## src/rtl/leddisplay_pkg.sv

```systemverilog
// Shared types and constants for the leddisplay 7-segment driver:
// active-low segment word, hex glyph table and blink phase encoding.
package leddisplay_pkg;

  typedef logic [7:0] seg_t;

  typedef enum logic {
    BLINK_OFF = 1'b0,
    BLINK_ON  = 1'b1
  } blink_phase_e;

  localparam seg_t SEG_BLANK = 8'hFF;

  // Index n holds the glyph for nibble n; bit 7 (dot) is off, bits 6:0 = g..a.
  localparam seg_t [15:0] SEG_GLYPH = {
    8'h8E, // F
    8'h86, // E
    8'hA1, // d
    8'hC6, // C
    8'h83, // b
    8'h88, // A
    8'h90, // 9
    8'h80, // 8
    8'hF8, // 7
    8'h82, // 6
    8'h92, // 5
    8'h99, // 4
    8'hB0, // 3
    8'hA4, // 2
    8'hF9, // 1
    8'hC0  // 0
  };

endpackage

```

## src/rtl/leddisplay_segdecode.sv

```systemverilog
// Combinational per-digit decoder: nibble + dot + blank -> active-low segments.
module segdecode
  import leddisplay_pkg::*;
(
  input  logic [3:0] nibble,
  input  logic       dot,
  input  logic       blank,
  output seg_t       seg
);

  seg_t glyph;

  always_comb begin
    glyph = SEG_GLYPH[nibble];
    if (blank) begin
      seg = SEG_BLANK;
    end else begin
      seg = {~dot, glyph[6:0]};
    end
  end

endmodule

```

## src/rtl/leddisplay.sv

```systemverilog
// Multi-digit hex 7-segment driver with leading-zero blanking and optional
// per-digit blinking (compiled in only when LEDDISPLAY_BLINK_EN is defined).
module leddisplay
  import leddisplay_pkg::*;
#(
  parameter int unsigned NDIGITS   = 6,
  parameter int unsigned BLINK_DIV = 25000000
) (
  input  logic                   clk,
  input  logic                   reset_n,
  input  logic                   load,
  input  logic [4*NDIGITS-1:0]   value,
  input  logic [NDIGITS-1:0]     dots,
  input  logic [NDIGITS-1:0]     blink_mask,
  input  logic                   lzb_en,
  output logic [8*NDIGITS-1:0]   led,
  output logic                   blink_phase
);

  logic [4*NDIGITS-1:0] value_q, value_d;
  logic [NDIGITS-1:0]   dots_q, dots_d;
  logic [NDIGITS-1:0]   lzb_blank;
  logic [NDIGITS-1:0]   blink_off;
  logic [NDIGITS-1:0]   blank;
  logic                 seen_nz;

  always_comb begin
    value_d = load ? value : value_q;
    dots_d  = load ? dots  : dots_q;
  end

  always_ff @(posedge clk or negedge reset_n) begin
    if (!reset_n) begin
      value_q <= '0;
      dots_q  <= '0;
    end else begin
      value_q <= value_d;
      dots_q  <= dots_d;
    end
  end

  // Scan from the top digit down; a digit is blanked until the first nonzero
  // nibble is seen, and digit 0 is always shown.
  always_comb begin
    seen_nz   = 1'b0;
    lzb_blank = '0;
    for (int unsigned k = 0; k < NDIGITS; k++) begin
      if (value_q[4*(NDIGITS-1-k) +: 4] != 4'h0) begin
        seen_nz = 1'b1;
      end
      lzb_blank[NDIGITS-1-k] = lzb_en && !seen_nz && (k != NDIGITS-1);
    end
  end

`ifdef LEDDISPLAY_BLINK_EN
  localparam int unsigned CW = (BLINK_DIV > 1) ? $clog2(BLINK_DIV) : 1;

  logic [CW-1:0]      presc_q, presc_d;
  logic [NDIGITS-1:0] mask_q, mask_d;
  blink_phase_e       phase_q, phase_d;

  always_comb begin
    mask_d = load ? blink_mask : mask_q;
    if (presc_q == CW'(BLINK_DIV - 1)) begin
      presc_d = '0;
      phase_d = (phase_q == BLINK_ON) ? BLINK_OFF : BLINK_ON;
    end else begin
      presc_d = presc_q + 1'b1;
      phase_d = phase_q;
    end
  end

  always_ff @(posedge clk or negedge reset_n) begin
    if (!reset_n) begin
      presc_q <= '0;
      phase_q <= BLINK_ON;
      mask_q  <= '0;
    end else begin
      presc_q <= presc_d;
      phase_q <= phase_d;
      mask_q  <= mask_d;
    end
  end

  assign blink_phase = (phase_q == BLINK_ON);
  assign blink_off   = (phase_q == BLINK_OFF) ? mask_q : '0;
`else
  logic unused_blink;
  assign unused_blink = ^blink_mask ^ BLINK_DIV[0];
  assign blink_phase  = 1'b1;
  assign blink_off    = '0;
`endif

  assign blank = lzb_blank | blink_off;

  for (genvar i = 0; i < NDIGITS; i++) begin : g_digit
    segdecode u_segdecode (
      .nibble (value_q[4*i +: 4]),
      .dot    (dots_q[i]),
      .blank  (blank[i]),
      .seg    (led[8*i +: 8])
    );
  end

endmodule
```

## config.mk

```make
export PLATFORM = sky130hd
export DESIGN_NAME = leddisplay
export DESIGN_NICKNAME = d
export VERILOG_FILES = /design/src/rtl/leddisplay_pkg.sv /design/src/rtl/leddisplay_segdecode.sv /design/src/rtl/leddisplay.sv
export SDC_FILE = /design/constraint.sdc
export NUM_CORES = 1
export LEC_CHECK = 0
export ABC_AREA = 1
export CAP_MARGIN = 20
export CORE_ASPECT_RATIO = 1.1
export CORE_UTILIZATION = 47
export CTS_CLUSTER_DIAMETER = 100
export CTS_CLUSTER_SIZE = 10
export DETAILED_ROUTE_END_ITERATION = 8
export GPL_TIMING_DRIVEN = 0
export HOLD_SLACK_MARGIN = 0.05
export PLACE_DENSITY = 0.82
export SLEW_MARGIN = 15
export SYNTH_ARGS = -nofsm -noshare
export SYNTH_HDL_FRONTEND = slang
export SYNTH_SLANG_ARGS = --single-unit
```

## constraint.sdc

```tcl
create_clock -name clk -period 2.05 [get_ports clk]
set_input_delay 0.41 -clock clk [delete_from_list [all_inputs] [get_ports clk]]
set_output_delay 0.41 -clock clk [all_outputs]
set_load 0.1 [all_outputs]
```

Yosys cells after proc, flatten, opt, wreduce, memory -nomap -nowiden
Memories as Yosys holds them, arrays and structs flattened.
Index checks and enable logic that the tools add are counted.
W data, S select, Z words.

storage, ports and cells
  register bits = 30
  bits in read-only memories = 768
  input bits = 40
  word-level logic and storage cells = 51
  memories kept = 6

cells by class
  $lt $le $gt $ge = 6
  mux-type cells = 16
  bitwise gates (word level) = 6
  reduce and logical (&&, ||, !) cells = 15

memories
  memory           words  width  rd ports  clocked after memory_dff  write ports  line                        text
  (no name shown)  16     8      1         0                         0            leddisplay_segdecode.sv:14  glyph = SEG_GLYPH[nibble];
  (no name shown)  16     8      1         0                         0            leddisplay_segdecode.sv:14
  (no name shown)  16     8      1         0                         0            leddisplay_segdecode.sv:14
  (no name shown)  16     8      1         0                         0            leddisplay_segdecode.sv:14
  (no name shown)  16     8      1         0                         0            leddisplay_segdecode.sv:14
  (no name shown)  16     8      1         0                         0            leddisplay_segdecode.sv:14

operator list
  operator              count
  $mux W7               6
  $mux W8               5
  $lt A4 B5 Y1 const B  6
  $reduce_bool A4 Y1    5
  $not A1 Y1            6
  $logic_and A1 B1 Y1   5
  $logic_not A1 Y1      5
  $mux W1               5

Longest topological paths before layout
  depth in word-level cells = 9
  mapped depth = 8
  depth with buffers taken out = 8

Modules after synthesis
Synthesis repeated with hierarchy kept, for this count alone.

second synthesis, totals
  cells, all modules = 433
  area total of the unflattened synthesis = 3039.2 µm²

modules (own cells, without submodules)
  module      instances  cells each  area an instance (µm²)  seq. area each (µm²)
  segdecode   6          54          300.3                   0.0
  leddisplay  1          109         1237.4                  750.7

Worst setup path before layout
No wires, ideal clock.

  path kind = register to output
  start point = register value_q[1]
  end point = output led[1]
  arrival time = 3.054 ns
  required time = 1.640 ns
  setup slack = -1.414 ns
  stages on the path, launching flop included = 6
  cells stage by stage = dfrtp_1 > inv_1 > ha_1 > nand2_1 > nand2_1 > a21boi_0

on the way
  word-level cells in the longest chain between the ends = 2

RTL lines
  item                           line                        text
  from (decl)                    leddisplay.sv:20            logic [4*NDIGITS-1:0] value_q, value_d;
  from (signal assigned)         leddisplay.sv:37            value_q <= value_d;
  $mem_v2 Z16 W8                 n/a
  $mux W7 (implied by the code)  leddisplay_segdecode.sv:14
  to (decl)                      leddisplay.sv:16            output logic [8*NDIGITS-1:0] led,

No other way between the ends. The select of a mux whose other input is x is not followed.

Worst setup path in the final report
  start point = register value_q[17]
  end point = output led[34]

on the way
  word-level cells in the longest chain between the ends = 5
  elaborated cells on any way between the ends = 7
  those cells by class = mux: 3; reduce/logical: 3; memory: 1

RTL lines
  item                                                                    line                        text
  parallel branches: the longest is 4 deep, another holds $mem_v2 Z16 W8  n/a
  $mux W8 *                                                               leddisplay_segdecode.sv:15  if (blank) begin

Mark *: on every way between the ends. The select of a mux whose other input is x is not followed.

==> results.json <==
{
  "outcome": "finished with violations",
  "violations": "setup timing",
  "htreeDepth": 2,
  "synthSimpleGateAreaFrac_pct": 31.8,
  "holdWs_ns": 0.155,
  "syn_area_um2": 2700,
  "crit_fanout": 6,
  "dieArea_um2": 6040,
  "min_path_type": "primary input to asynchronous set/reset pin",
  "synth-edff-count": 0,
  "reg2reg_setup_slack_ns": 1.03,
  "finalMaxSlewViolations": 0,
  "top_layer_used": "met4",
  "grt_pass1_wl_um": 13200,
  "fin_ws_ns": -0.280,
  "muxShareOfSynthArea_pct": 2.09,
  "crit_buf_inv": 5,
  "antenna_left": 0,
  "crit_chain": "inv_2 > ha_4 > nand2_2 > inv_2 > nand2_4 > nor2_8 > buf_4 > inv_4 > o211ai_1 > buf_6",
  "fmax_mhz": 429,
  "syn_inst": 378,
  "io_pins": 89,
  "antenna_found_initial": 0,
  "area_delta_synth_final_pct": 83.1,
  "cp-endpoint": "led[34]",
  "async_reset_ff_share_pct": 100,
  "drive_above_1_share_pct": 42.3,
  "crit_path_end_kind": "primary output",
  "grt_overflow_total": 0,
  "yosysUniqueCellTypes": 35,
  "syn_avg_cell_area_um2": 7.13,
  "fin_setup_tns_ns": -7.42,
  "required_ns": 1.64,
  "fin_util_pct": 90.3,
  "vdd_drop_max_mv": 0.620,
  "clkTransAtPathRegs_ns": 0.08,
  "synth_xor_xnor_area_share_pct": 0,
  "grt_max_degree": 31,
  "diodes": 0,
  "path_depth": 10,
  "io_buffers": 80,
  "synth_fp_nets": 451,
  "period_share_pct": 114,
  "place_hpwl_um": 5480,
  "cts_made_buffers": 5,
  "drt_wl_total_um": 10500,
  "n_fill_cell": 233,
  "yosys_warnings": 0,
  "finalHoldViolations": 0,
  "power_leakage_nw": 2.33,
  "layout_common_cells": "nand2_1, buf_12, o21ai_0",
  "synth_compound_area_share_pct": 14.1,
  "pwr-share-seq_pct": 18.0,
  "groute.usage.overall_pct": 28.7,
  "cts.sinks": 30,
  "layout_min_cycle_time_ns": 2.33,
  "powerDensity_nw_per_um2": 805,
  "num_rows": 28,
  "r2r-start": "value_q[19]$_DFFE_PN0P_",
  "worstMarginPinSlew_ns": 0.951,
  "slowest_delay_ns": 0.40,
  "p_switching_mw": 2.06,
  "setup_viol": 40,
  "firstDrtPassIters": 5,
  "cts_root_buffer": "clkbuf_8",
  "yosysSeqAreaShare_pct": 27.9,
  "wire_per_inst_um": 18.3,
  "die_h_um": 81.4,
  "relSlewSlack_pct": 36.8,
  "wl_met2_um": 5500,
  "vias_per_cell": 5.67,
  "start_util_pct": 49.3,
  "cts_tree": "yes",
  "rsz0062_at_grt": "yes",
  "crit_path_top_delay_cell": "dfrtp_1",
  "grt_pass1_vias": 2903,
  "ys_ff_latch": 30,
  "ff2ff_path_depth": 3,
  "place_congestion": 0.948,
  "clk_path_buf_depth": 2,
  "synth_fa_ha_area_share_pct": 15.3,
  "worstSetupPathType": "register to primary output",
  "worstPathArrival_ns": 1.92,
  "critPathLaunchType": "register",
  "fp.dieW_um": 74.2,
  "p_comb_share_pct": 66.2,
  "place_inst": 533,
  "drv_cap": 0,
  "wl_met3_um": 698,
  "clk_latency_ns": 0.30,
  "p_clk_share_pct": 15.9,
  "fin_nets": 571,
  "clock_skew_ns": 0,
  "layoutNonFillerInstCount": 574,
  "crit_start": "value_q[17]$_DFFE_PN0P_",
  "core_area_um2": 5470,
  "cpLargestDelayFamily": "buffers and inverters",
  "synth_top_family_by_area": "simple AND/OR/NAND/NOR gates",
  "r2r_end": "value_q[19]$_DFFE_PN0P_",
  "num_vias": 3257,
  "swShare_pct": 51.8,
  "drcViolationCount": 0,
  "crit_top_cell": "inv_2",
  "drtIter0Drc": 166,
  "met1_length_um": 3780,
  "final_common_cell": "nand2_1",
  "synth_top_flop_cell": "dfrtp_1",
  "p_int_mw": 1.92
}
## kinds of logic (layout without fill, tap and decap cells)
| kind of cell | Yosys count | in the layout |
|---|---|---|
| compound gates | 69 | 69 |
| fa+ha+maj | 33 | 33 |
| buf+inv | 55 | 176 |
| simple gates | 185 | 185 |
| other cells | 1 | 1 |
| mux | 5 | 5 |
| flops | 30 | 30 |
## per-layer routing
metal  vias up  track usage (%)
met3        51             6.87
met5         -                0
met1      1541             31.2
li1       1489                -
met4         0             9.23
met2       176             54.1
## flip-flops by register name, indices dropped and copies added, names as in the netlist
| signal | count |
|---|---|
| value_q | 24 |
| dots_q | 6 |
## how the worst min path moves through the flow
stage,start,endpoint,cells after the start
after floorplan,reset_n,dots_q[0]$_DFFE_PN0P_,0
after global placement,dots_q[5]$_DFFE_PN0P_,dots_q[5]$_DFFE_PN0P_,1
after detailed placement,reset_n,dots_q[2]$_DFFE_PN0P_,1
after CTS,reset_n,value_q[8]$_DFFE_PN0P_,1
after global routing,reset_n,value_q[11]$_DFFE_PN0P_,1
final,reset_n,value_q[11]$_DFFE_PN0P_,1
## synthesized netlist by cell type, types with 3 or more instances
master	n	area, um^2
nand2_1	97	364
o21ai_0	48	240
nand3_1	45	225
inv_1	38	143
ha_1	33	413
dfrtp_1	30	751
nor2_1	24	90.1
a21oi_1	6	30.0
o211ai_1	6	45.0
mux2_2	5	56.3
clkbuf_1	4	15.0
buf_2	3	15.0
inv_2	3	11.3
nand2_2	3	18.8
o21a_1	3	22.5
## timing repair
| action | in CTS | in global routing |
|---|---|---|
| pin swaps | 7 | 18 |
| gates cloned | 0 | 0 |
| buffers inserted | 17 | 17 |
| resized for setup | 414 | 90 |
| endpoints found under the setup margin | 48 | 47 |
| hold buffers | 0 | 0 |
## power by group through the flow
stage / Sequential (mW) / Combinational (mW) / Clock [mW]
floorplan: 0.704 / 1.57 / 0
detailed placement: 0.716 / 2.02 / 0
global placement: 0.713 / 2.00 / 0
global route: 0.719 / 2.72 / 0.649
finish: 0.714 / 2.63 / 0.631
CTS: 0.701 / 2.37 / 0.616
## per-stage QoR
stage / cell area (um^2) / setup slack [ns] / power (mW)
global route: 4940 / -0.348 / 4.09
CTS: 4480 / -0.215 / 3.68
global placement: 3830 / -1.22 / 2.71
finish: 4940 / -0.280 / 3.98
detailed placement: 3830 / -1.24 / 2.73
floorplan: 2940 / -0.577 / 2.28
## layout make-up
| cell class | instances | area, um^2 | share of cell area (%) |
|---|---|---|---|
| Sequential cell | 30 | 756 | 15.3 |
| Clock inverter | 3 | 45.0 | 0.913 |
| Timing Repair Buffer | 113 | 1510 | 30.6 |
| Inverter | 42 | 171 | 3.47 |
| Buffer | 13 | 76.3 | 1.55 |
| Tap cell | 75 | 93.8 | 1.90 |
| Clock buffer | 5 | 68.8 | 1.39 |
| Multi-Input combinational cell | 293 | 2220 | 44.9 |
Power figures use the tool's default switching activity.
==> patch (same flow settings) <==
Change the parameter `NDIGITS` from 6 to 5.
--- a/src/rtl/leddisplay.sv
+++ b/src/rtl/leddisplay.sv
@@ -3,7 +3,7 @@
 module leddisplay
   import leddisplay_pkg::*;
 #(
-  parameter int unsigned NDIGITS   = 6,
+  parameter int unsigned NDIGITS   = 5,
   parameter int unsigned BLINK_DIV = 25000000
 ) (
   input  logic                   clk,
Ports: changed (resized blink_mask, dots, led and value); port bits go from 89 to 75. No check against the original RTL was run, so the function may have changed too.
==> patch against the unedited design <==
  * Non-clock buffer count fell by 21
  * Sequential cell count is 5 lower
  * Via count shrank 14%
  * Critical path type unchanged
  * Largest cell class unchanged
  * Final area fell by 17%
  * Worst setup slack improved by 0.044 ns
  * Total power down 21%
  * The run still ends with setup timing left
  * Routed wire length shrank 15%
  * Area after synthesis fell by 17%
  * Critical endpoint is now led[24]
  * Combinational power down 15%
  * Register-to-register slack worse by 0.04 ns
==> patch: results (changes against the unedited design) <==
Placement
  – Final RePlAce weighted congestion: 0.932 (-1.7%)
  – Pre-CTS WS: -1.02 ns (+0.214 ns)
  – Placement Cell Area: 3140 um^2 (-18%)
  – Port bufs: 67 (-16%)
  – DP HPWL: 4.39 mm (-20%)

Detailed routing
  – WL met1: 3.49 mm (-7.8%)
  – Met2 routed WL: 4.44 mm (-19%)
  – Iter 0 DRT Violations: 286 (+72%)
  – Met3 WL: 632 um (-9.5%)
  – Average wire per standard cell: 18.9 um (+3.4%)
  – Detail-routed via count per cell: 5.96 (+5.0%)
  – DRT Pass-1 Iters: 4 (-1)

Clocking
  – Clock-pin slew on the worst setup and hold paths: 0.10 ns (+0.02 ns)
  – CTS buffer count: 3 (-2)
  – Worst-Skew Late Latency: 0.27 ns (-0.03 ns)
  – # clock sinks: 25 (-17%)
  – CTS H-tree lvls: 1 (-1)

Status
  – Violated checks: setup timing
  – Status: finished with violations

Power and ir drop
  – Worst vdd ir: 0.611 mV (-1.5%)
  – LEAKAGE: 1.90 nW (-18%)

Critical path
  – Worst Path Arrival: 1.88 ns (-0.04 ns)
  – Worst setup path end: led[24]
  – Delay-heaviest family, CP: flip-flops
  – Worst-path maximum fanout: 2 (-4)
  – Reg2Reg Setup Slack: 0.99 ns (-0.04 ns)
  – Reg2reg start: value_q[19]
  – Reg2Reg Depth: 2 (-1)
  – CP startpoint: value_q[13]

Global route
  – Vias in the first global route: 2528 (-13%)
  – Pin count of the biggest net entering global routing: 18 (-42%)
  – GRT Overall Usage: 30.0% (+1.3 points)
  – First-pass GRT wire length: 11.4 mm (-14%)

Timing
  – Worst setup margin: -0.236 ns (+0.0443 ns)
  – # setup viols final: 28 (-30%)
  – Fin Clk Skew: 0 ns (unchanged)
  – Max_slew headroom: 34.4% (-2.4 points)

Logic synthesis
  – Compound-gate portion of the synthesized area: 15.7% (+1.6 points)
  – Synthesized Nets: 384 (-15%)
  – Register area share after synthesis: 28.1% (+0.22 points)
  – Synth Area in Adders: 15.2% (-0.16 points)
  – Mux share of post-synthesis cell area: 2.02% (-0.068 points)
  – Synth cell types: 26 (-26%)
  – Ranking of synthesized cells by area: dfrtp_1, nand2_1, ha_1
  – Commonest cells post-synth: nand2_1, o21ai_0, inv_1, nand3_1, ha_1

Layout
  – Fraction of layout cells with a size suffix above 1: 45.5% (+3.2 points)
  – # fillers: 139 (-40%)
  – Biggest regs: value_q (20), dots_q (5)
  – Final #Nets: 480 (-16%)

Die
  – Die Wd: 67.7 um (-8.8%)

Min path
  – Path type of the worst min-delay path: in -> async
patch: cell count changes after synthesis, sizes merged, moves of 3 or more:
cell / change
a21oi: +6
buf: +3
dfrtp: -5
ha: -6
inv: -7
nand3: -15
nand4: -3
nor2: -8
o21ai: -8
patch: area by class of cell:
type / count / area (um^2) / share of cell area (%)
inverters: 34 / 159 / 3.86
repair buffers: 93 / 1210 / 29.3
clock buffers: 3 / 41.3 / 1.00
plain buffers: 12 / 75.1 / 1.82
flip-flops and latches: 25 / 632 / 15.3
well taps: 54 / 67.6 / 1.64
multi-input cells: 250 / 1930 / 46.9
clock inverters: 1 / 7.51 / 0.182
patch: stage by stage:
stage	cells	power, mW	setup TNS [ns]	hold slack, ns	util [%]
6_report	472	3.14	-2.80	0.440	93.4
5_1_grt	472	3.25	-5.41	0.471	93.4
4_1_cts	467	2.91	-2.00	0.455	86.5
3_5_place_dp	445	2.27	-35.18	0.523	71.3
3_3_place_gp	444	2.26	-34.32	0.507	70.9
2_1_floorplan	323	1.90	-1.70	0.114	-
patch: power breakdown:
part	internal [mW]	switching [mW]
combinational	0.756	1.48
clock	0.138	0.173
sequential	0.540	0.0559
patch: repair_timing:
| action | in CTS | in global routing |
|---|---|---|
| hold endpoints to repair | 0 | 0 |
| pin swaps | 12 | 18 |
| resized for setup | 376 | 71 |
| buffers inserted | 18 | 7 |
| setup endpoints to repair | 40 | 38 |
| cloned | 0 | 0 |
patch: worst reg2reg max path, cell delays in order (launching register included):
cell,delay (ns)
dfrtp_1,0.53
inv_1,0.23
o21ai_0,0.21
patch: metal layers:
layer,GRT usage (%),vias up
li1,-,1241
met1,36.0,1349
met2,54.8,173
met3,3.07,50
met4,10.6,0
met5,0,-
